## config.mk

```make
export PLATFORM = sky130hd
export DESIGN_NAME = icache
export DESIGN_NICKNAME = d
export VERILOG_FILES = /design/src/rtl/icache_pkg.sv /design/src/rtl/icache_array.sv /design/src/rtl/icache.sv
export SDC_FILE = /design/constraint.sdc
export NUM_CORES = 1
export LEC_CHECK = 0
export BUFFER_PORTS_ARGS = -buffer_cell sky130_fd_sc_hd__buf_2
export CORE_MARGIN = 2
export CORE_UTILIZATION = 61
export CTS_BUF_LIST = sky130_fd_sc_hd__clkbuf_16
export DETAILED_ROUTE_END_ITERATION = 6
export HOLD_SLACK_MARGIN = 0.02
export PLACE_DENSITY = 0.76
export SYNTH_ARGS = -nofsm -noshare
export SYNTH_HDL_FRONTEND = slang
export SYNTH_SLANG_ARGS = --single-unit
```

## constraint.sdc

```tcl
create_clock -name clk -period 6.6 [get_ports clk]
set_input_delay 0.99 -clock clk [delete_from_list [all_inputs] [get_ports clk]]
set_output_delay 0.99 -clock clk [all_outputs]
set_load 0.01 [all_outputs]
```

## src/rtl/icache_pkg.sv

```systemverilog
// Shared definitions for the direct-mapped instruction cache.
package icache_pkg;

    localparam int ICACHE_INDEX_BITS = 4;

    typedef enum logic [1:0] {
        IC_IDLE  = 2'd0,
        IC_MISS  = 2'd1,
        IC_DRAIN = 2'd2
    } ic_state_e;

endpackage

```

## src/rtl/icache_array.sv

```systemverilog
// Valid/tag/data storage: one combinational read port, one synchronous write port.
// Only the valid bits are reset; tag and data contents are meaningless until valid.
module icache_array #(
    parameter int INDEX_BITS = 4,
    parameter int TAG_BITS   = 26
) (
    input  logic                  clk,
    input  logic                  rst,
    input  logic [INDEX_BITS-1:0] rd_index_i,
    output logic                  rd_valid_o,
    output logic [TAG_BITS-1:0]   rd_tag_o,
    output logic [31:0]           rd_data_o,
    input  logic                  wr_en_i,
    input  logic [INDEX_BITS-1:0] wr_index_i,
    input  logic [TAG_BITS-1:0]   wr_tag_i,
    input  logic [31:0]           wr_data_i
);

    localparam int LINES = 2 ** INDEX_BITS;

    logic [LINES-1:0]    valid_q;
    logic [TAG_BITS-1:0] tag_mem [LINES];
    logic [31:0]         data_mem [LINES];

    // Valid bits: cleared by reset, set on every line fill.
    always_ff @(posedge clk) begin
        if (!rst) begin
            valid_q <= '0;
        end else if (wr_en_i) begin
            valid_q[wr_index_i] <= 1'b1;
        end
    end

    // Tag and data storage written on fill.
    always_ff @(posedge clk) begin
        if (wr_en_i) begin
            tag_mem[wr_index_i]  <= wr_tag_i;
            data_mem[wr_index_i] <= wr_data_i;
        end
    end

    assign rd_valid_o = valid_q[rd_index_i];
    assign rd_tag_o   = tag_mem[rd_index_i];
    assign rd_data_o  = data_mem[rd_index_i];

endmodule

```

## src/rtl/icache.sv

```systemverilog
// Direct-mapped read-only instruction cache with single-word misses.
// A flush cancels delivery of a pending miss but the memory fetch always
// completes and still fills the line (DRAIN state).
module icache
    import icache_pkg::*;
#(
    parameter int INDEX_BITS = ICACHE_INDEX_BITS
) (
    input  logic        clk,
    input  logic        rst,
    input  logic        rdy,
    input  logic        fetch_req,
    input  logic [31:0] fetch_pc,
    output logic        req_ready,
    output logic        inst_valid,
    output logic [31:0] inst,
    input  logic        clear,
    output logic        mem_fetch_enable,
    output logic [31:0] mem_addr,
    input  logic        mem_valid,
    input  logic [31:0] mem_data
);

    localparam int TAG_BITS = 30 - INDEX_BITS;

    ic_state_e    state_q;
    logic [29:0]  line_addr_q;   // word address of the outstanding miss
    logic         inst_valid_q;
    logic [31:0]  inst_q;
    logic         mem_fetch_enable_q;

    logic [INDEX_BITS-1:0] rd_index;
    logic [TAG_BITS-1:0]   pc_tag;
    logic                  rd_valid;
    logic [TAG_BITS-1:0]   rd_tag;
    logic [31:0]           rd_data;
    logic                  hit;
    logic                  accept;
    logic                  fill_en;
    logic                  unused_pc_bits;

    assign unused_pc_bits = &{1'b0, fetch_pc[1:0]};

    assign rd_index  = fetch_pc[INDEX_BITS+1:2];
    assign pc_tag    = fetch_pc[31:INDEX_BITS+2];
    assign hit       = rd_valid && (rd_tag == pc_tag);
    assign req_ready = (state_q == IC_IDLE) && rdy && !clear;
    assign accept    = fetch_req && req_ready;

    // A returning word fills the line whether or not delivery was cancelled.
    assign fill_en = rst && rdy && mem_valid &&
                     ((state_q == IC_MISS) || (state_q == IC_DRAIN));

    icache_array #(
        .INDEX_BITS (INDEX_BITS),
        .TAG_BITS   (TAG_BITS)
    ) u_array (
        .clk        (clk),
        .rst        (rst),
        .rd_index_i (rd_index),
        .rd_valid_o (rd_valid),
        .rd_tag_o   (rd_tag),
        .rd_data_o  (rd_data),
        .wr_en_i    (fill_en),
        .wr_index_i (line_addr_q[INDEX_BITS-1:0]),
        .wr_tag_i   (line_addr_q[29:INDEX_BITS]),
        .wr_data_i  (mem_data)
    );

    // Control FSM with registered outputs; rdy low freezes everything.
    always_ff @(posedge clk) begin
        if (!rst) begin
            state_q            <= IC_IDLE;
            line_addr_q        <= '0;
            inst_valid_q       <= 1'b0;
            inst_q             <= '0;
            mem_fetch_enable_q <= 1'b0;
        end else if (rdy) begin
            inst_valid_q <= 1'b0;
            case (state_q)
                IC_IDLE: begin
                    if (accept) begin
                        if (hit) begin
                            inst_valid_q <= 1'b1;
                            inst_q       <= rd_data;
                        end else begin
                            line_addr_q        <= fetch_pc[31:2];
                            mem_fetch_enable_q <= 1'b1;
                            state_q            <= IC_MISS;
                        end
                    end
                end
                IC_MISS: begin
                    if (mem_valid) begin
                        mem_fetch_enable_q <= 1'b0;
                        state_q            <= IC_IDLE;
                        if (!clear) begin
                            inst_valid_q <= 1'b1;
                            inst_q       <= mem_data;
                        end
                    end else if (clear) begin
                        // Controller may already own the address; wait it out.
                        state_q <= IC_DRAIN;
                    end
                end
                IC_DRAIN: begin
                    if (mem_valid) begin
                        mem_fetch_enable_q <= 1'b0;
                        state_q            <= IC_IDLE;
                    end
                end
                default: begin
                    state_q <= IC_IDLE;
                end
            endcase
        end
    end

    assign inst_valid       = inst_valid_q;
    assign inst             = inst_q;
    assign mem_fetch_enable = mem_fetch_enable_q;
    assign mem_addr         = {line_addr_q, 2'b00};

endmodule

```

; ---- Word level (Yosys, flattened, before mapping)
; Memory sizes are Yosys's and may differ from the RTL's.
; Cells that the tools add are included.
; W data, S select, Z words.
[op_classes]
muxes = 26
n_reduce_logical = 18
n_bitwise = 2
n_eq_ne = 11
n_lt_le_gt_ge = 3
[ops]
columns = op, n
row1 = $mux W32, 4
row2 = $pmux W32 S2, 1
row3 = $eq A26 B26 Y1, 1
row4 = $or A16 B16 Y16, 1
row5 = $ne A2 B2 Y1 const B, 6
row6 = $mux W1, 11
row7 = $lt A4 B5 Y1 const B, 2
row8 = $mux W2, 5
row9 = $reduce_and A5 Y1, 2
row10 = $logic_and A1 B1 Y1, 8
row11 = $pmux W2 S3, 1
row12 = $reduce_and A6 Y1, 1
row13 = $bmux W1 S4, 1
row14 = $demux W1 S4, 1
row15 = $ge A4 B1 Y1 const B, 1
row16 = $pmux W1 S2, 2
row17 = $reduce_and A4 Y1, 1
row18 = $reduce_bool A2 Y1, 2
row19 = $ne A3 B3 Y1 const B, 1
row20 = $eq A2 B1 Y1 const B, 1
row21 = $eq A2 B2 Y1 const B, 1
row22 = $logic_not A2 Y1, 1
row23 = $ne A2 B1 Y1 const B, 1
row24 = $reduce_or A2 Y1, 1
row25 = other kinds (3), 3
[word_totals]
word_cells = 68
mem_count = 2
mem_bits_rw = 928
reg_bits = 82
output_inout_bits = 67
inputBits = 70
[mem_list]
columns = name, words, word_bits, rd, rd_ports_with_merged_regs, wr, line
row1 = u_array.data_mem, 16, 32, 1, 0, 1, icache_array.sv:23  ; logic [31:0] data_mem [LINES];
row2 = u_array.tag_mem, 16, 26, 1, 0, 1, icache_array.sv:22  ; logic [TAG_BITS-1:0] tag_mem [LINES];

; ---- Depth between registers and ports, before layout
[depth]
depth_word = 6
depth_mapped = 14

; ---- By module
; A second synthesis with hierarchy kept.
[hier_totals]
hier_cells = 1845
hier_area_um2 = 38503.2
[by_module_without_submodules]
columns = mod, cells_per_inst, area_each_um2, n_inst
row1 = icache_array, 1485, 35268.8, 1
row2 = icache, 360, 3234.4, 1

; ---- Worst setup path after synthesis
; OpenSTA, ideal clock, no wires.
[synth_path]
path_type = input to register
startpoint = input mem_valid
endpoint = memory u_array.data_mem[0][0] (enable)
t_arrival_ps = 5615
path_stages = 4
t_required_ps = 6052
path_slack_ps = 438
setup_time_ps = 548
cell_sequence = and3_1 > nand2_1 > or3_1 > nor3_1
[synth_via]
elab_chain_len = 4
[synth_rtl]
columns = item, line
row1 = "start, declared", icache.sv:20  ; input logic mem_valid,
row2 = $logic_and A1 B1 Y1 (2 in series), icache.sv:51  ; assign fill_en = rst && rdy && mem_valid &&
row3 = $mux W1, icache_array.sv:36  ; if (wr_en_i) begin
row4 = $mux W1 (not written as such), icache_array.sv:38  ; data_mem[wr_index_i] <= wr_data_i;
row5 = "end, declared", icache_array.sv:23
; No other way between the ends.

; ---- Final worst setup path
[layout_path]
startpoint = input fetch_pc[2]
endpoint = register line_addr_q[3]
[layout_via]
elab_chain_len = 5
[layout_rtl]
columns = item, line
row1 = "start, declared", icache.sv:13  ; input logic [31:0] fetch_pc,
row2 = $mem_v2 Z16 W26 / $bmux W1 S4 (equally long branches), n/a
row3 = $eq A26 B26 Y1 / $mux W1 (equally long branches), "icache.sv:46, icache_array.sv:42"
row4 = $logic_and A1 B1 Y1 *, icache.sv:46  ; assign hit = rd_valid && (rd_tag == pc_tag);
row5 = $not A1 Y1 (no line) *, n/a
row6 = $reduce_and A4 Y1 (no line) *, n/a
row7 = "end signal, assigned", icache.sv:87  ; line_addr_q <= fetch_pc[31:2];
row8 = "end, declared", icache.sv:27  ; logic [29:0] line_addr_q;
; Mark *: on every way between the ends. The rest lies on a longest branch, timed or not. The select of a mux whose other input is x is not followed.
; A chain may end at the register's enable or synchronous reset.

==> results.json <==
{
  "yosysWarnings": 0,
  "cts_resized": 0,
  "syn_area_per_cell_um2": 21.1,
  "cts_tree": "yes",
  "multiInputGateArea_um2": 9150,
  "report.power.total_uw": 13300,
  "instances_no_fill": 2969,
  "cts_setup_buffers": 0,
  "slew_violations": 0,
  "arrival_ns": 5.37,
  "pin_count": 137,
  "grt_max_degree": 91,
  "die-area_um2": 66100,
  "clock-sinks": 1010,
  "crit_top_cell": "buf_4",
  "gr-total-overflow": 0,
  "final_area_um2": 44200,
  "syn2layout_area_growth_pct": 13.1,
  "cts-root-buf": "clkbuf_16",
  "wl_per_cell_um": 29.5,
  "whs_endpoint": "u_array.valid_q[11]",
  "dpl_cell_area_um2": 40900,
  "clock_path_buffers": 3,
  "ys_types": 61,
  "slew_headroom_pct": 32.5,
  "outcome": "finished, final reports clean",
  "dp_hpwl_mm": 45.9,
  "crit_buf_inv": 3,
  "tns_ns": 0,
  "start_util_pct": 61.9,
  "htree_levels": 3,
  "crit_type": "in2reg",
  "regToRegSetupSlack_ns": 2.70,
  "hold_start": "u_array.valid_q[11]",
  "grt_pass1_wl_mm": 129,
  "clkTransAtPathRegs_ns": 0.06,
  "mostFrequentLayoutCells": "edfxtp_1 (928), mux4_2 (260), buf_2 (128), clkbuf_16 (101), dfxtp_1 (82)",
  "cap_viol_max_count": 0,
  "path_cells": "buf_8 > buf_4 > mux2i_1 > xnor2_1 > or4_1 > a22oi_1 > nand4_1 > o21ai_4 > buf_4 > o21ai_0",
  "via_per_inst": 6.56,
  "timing.final.crit_share_pct": 74.1,
  "critPathTopFamily": "buffers and inverters",
  "worst_setup_path_start_kind": "primary input",
  "grt_pass1_vias": 19700,
  "post-route-util_pct": 70.0,
  "crit_fanout": 90,
  "rr_endpoint": "line_addr_q[3]",
  "end_kind": "flop",
  "crit_cells": 10,
  "skew_ns": 0.0177,
  "worst_slew_pin_slew_ns": 1.01,
  "critPathSlowestCell": "buf_8",
  "fp-row-count": 92,
  "power.density_nw_per_um2": 300,
  "ys_ff_latch": 1010,
  "nFillCells": 3678,
  "numCtsBuffers": 98,
  "hold_depth": 2,
  "synth-main-ff-cell": "edfxtp_1",
  "nNetsFinal": 2108,
  "yosysSeqAreaShare_pct": 75.5,
  "final_common_cell": "edfxtp_1",
  "drtAntennaViolNets": 0,
  "ir_drop_mv": 0.247,
  "drt-pass1-iter-count": 5,
  "reg2reg_from": "u_array.tag_mem[13][15]",
  "core_area_um2": 63200,
  "synth_edf_count": 928,
  "layout_min_cycle_time_ns": 4.89,
  "clk_latency_ns": 0.65,
  "synth_area_um2": 39100,
  "die_h_um": 257,
  "final-hold-violation-count": 0,
  "cts-hold-fix-buffers": 0,
  "drt-total-wl_mm": 87.5,
  "required_ns": 7.08,
  "async_flop_share_pct": 0,
  "drive_gt1_share_pct": 31.0,
  "rr_worst_depth": 9,
  "p_leak_uw": 0.0140,
  "hold_class": "reg2reg",
  "die_w_um": 257,
  "drc": 0,
  "seqCellArea_um2": 29500,
  "place_inst": 2781,
  "io_buffers": 132,
  "setup_viol": 0,
  "fmax_ghz": 0.205,
  "rsz0062_at_grt": "false",
  "groute.usage.overall_pct": 26.9,
  "max_stage_delay_ns": 0.68,
  "syn_inst": 1852,
  "vias": 19500,
  "drtIter0Drc": 2141,
  "gp_congestion": 0.767,
  "antenna_found_initial": 3
}
-- cell type report --
type                    count  share of cell area, %
flip-flops and latches   1010                   66.7
multi-input cells         729                   20.7
clock buffers             101                   5.71
repair buffers            186                   2.55
well taps                 846                   2.39
clock inverters            84                   1.83
inverters                  10                 0.0849
diodes                      3                 0.0170
-- cell families (layout without fill, tap and decap cells) --
group           Yosys count  count (layout)  synth area share (%)
compound gates          131             131                  2.70
simple gates            229             229                  2.68
mux                     339             339                  17.0
flops                  1010            1010                  75.5
buf+inv                 114             381                  1.42
other cells               1               5               0.00959
fa+ha+maj                 3               3                0.0960
xor+xnor                 25              25                 0.560
-- flip-flops by register name (all words and copies together) (netlist names) --
signal            flops
inst_valid            1
u_array.tag_mem     416
inst                 32
u_array.data_mem    512
u_array.valid_q      16
state_q               2
line_addr_q          30
mem_fetch_enable      1
-- synthesized netlist by cell type (all sizes together), types with 5 or more instances --
| cell type | instances | area (µm²) |
|---|---|---|
| nand3 | 39 | 195 |
| mux2 | 11 | 124 |
| nor2 | 92 | 345 |
| o22ai | 11 | 68.8 |
| nor2b | 9 | 56.3 |
| o21ai | 35 | 179 |
| mux2i | 68 | 681 |
| inv | 9 | 33.8 |
| mux4 | 260 | 5860 |
| or3 | 5 | 31.3 |
| xnor2 | 10 | 87.6 |
| dfxtp | 82 | 1640 |
| nand2 | 49 | 184 |
| nand2b | 6 | 37.5 |
| a211oi | 33 | 383 |
| o31ai | 5 | 51.3 |
| a22oi | 8 | 60.1 |
| a21oi | 10 | 50.1 |
| nor3 | 5 | 25.0 |
| xor2 | 15 | 131 |
| buf | 59 | 350 |
| edfxtp | 928 | 27900 |
| clkbuf | 45 | 169 |
-- where the power goes --
part           total [µW]  internal (µW)  switching (µW)
logic                 560            240             320
registers            7000           6970            29.9
clock network        5710           3370            2340
total               13300          10600            2690
-- worst register-to-register path, delay by kind of cell (launching register included) --
family,cells,cell delay (ns)
AND/OR/NAND/NOR,2,0.98
XOR/XNOR,1,0.09
flip-flops,1,0.37
multiplexers,2,0.66
AO/OA/AOI/OAI,3,1.10
buffers and inverters,1,0.53
-- metrics by stage --
| stage | setup WS [ns] | hold slack [ns] |
|---|---|---|
| 2_1_floorplan | 0.438 | 0.435 |
| 3_3_place_gp | 1.21 | 0.442 |
| 3_5_place_dp | 1.09 | 0.459 |
| 4_1_cts | 1.72 | 0.472 |
| 5_1_grt | 1.47 | 0.490 |
| 6_report | 1.71 | 0.473 |
-- routing by layer --
layer / vias to the layer above / global-route usage (%) / wire, µm
li1: 8049 / - / -
met4: 0 / 7.46 / 1450
met5: - / 0 / 0
met1: 10400 / 37.3 / 34100
met3: 103 / 4.73 / 6630
met2: 921 / 44.7 / 45300
-- worst max path at each step --
stage	startpoint	to
2_1_floorplan	mem_valid	u_array.data_mem[0][0]
3_3_place_gp	fetch_pc[2]	line_addr_q[18]
3_5_place_dp	fetch_pc[2]	line_addr_q[5]
4_1_cts	fetch_pc[2]	line_addr_q[3]
5_1_grt	fetch_pc[2]	line_addr_q[0]
6_report	fetch_pc[2]	line_addr_q[3]
No activity file was read; power rests on OpenSTA's default activity.
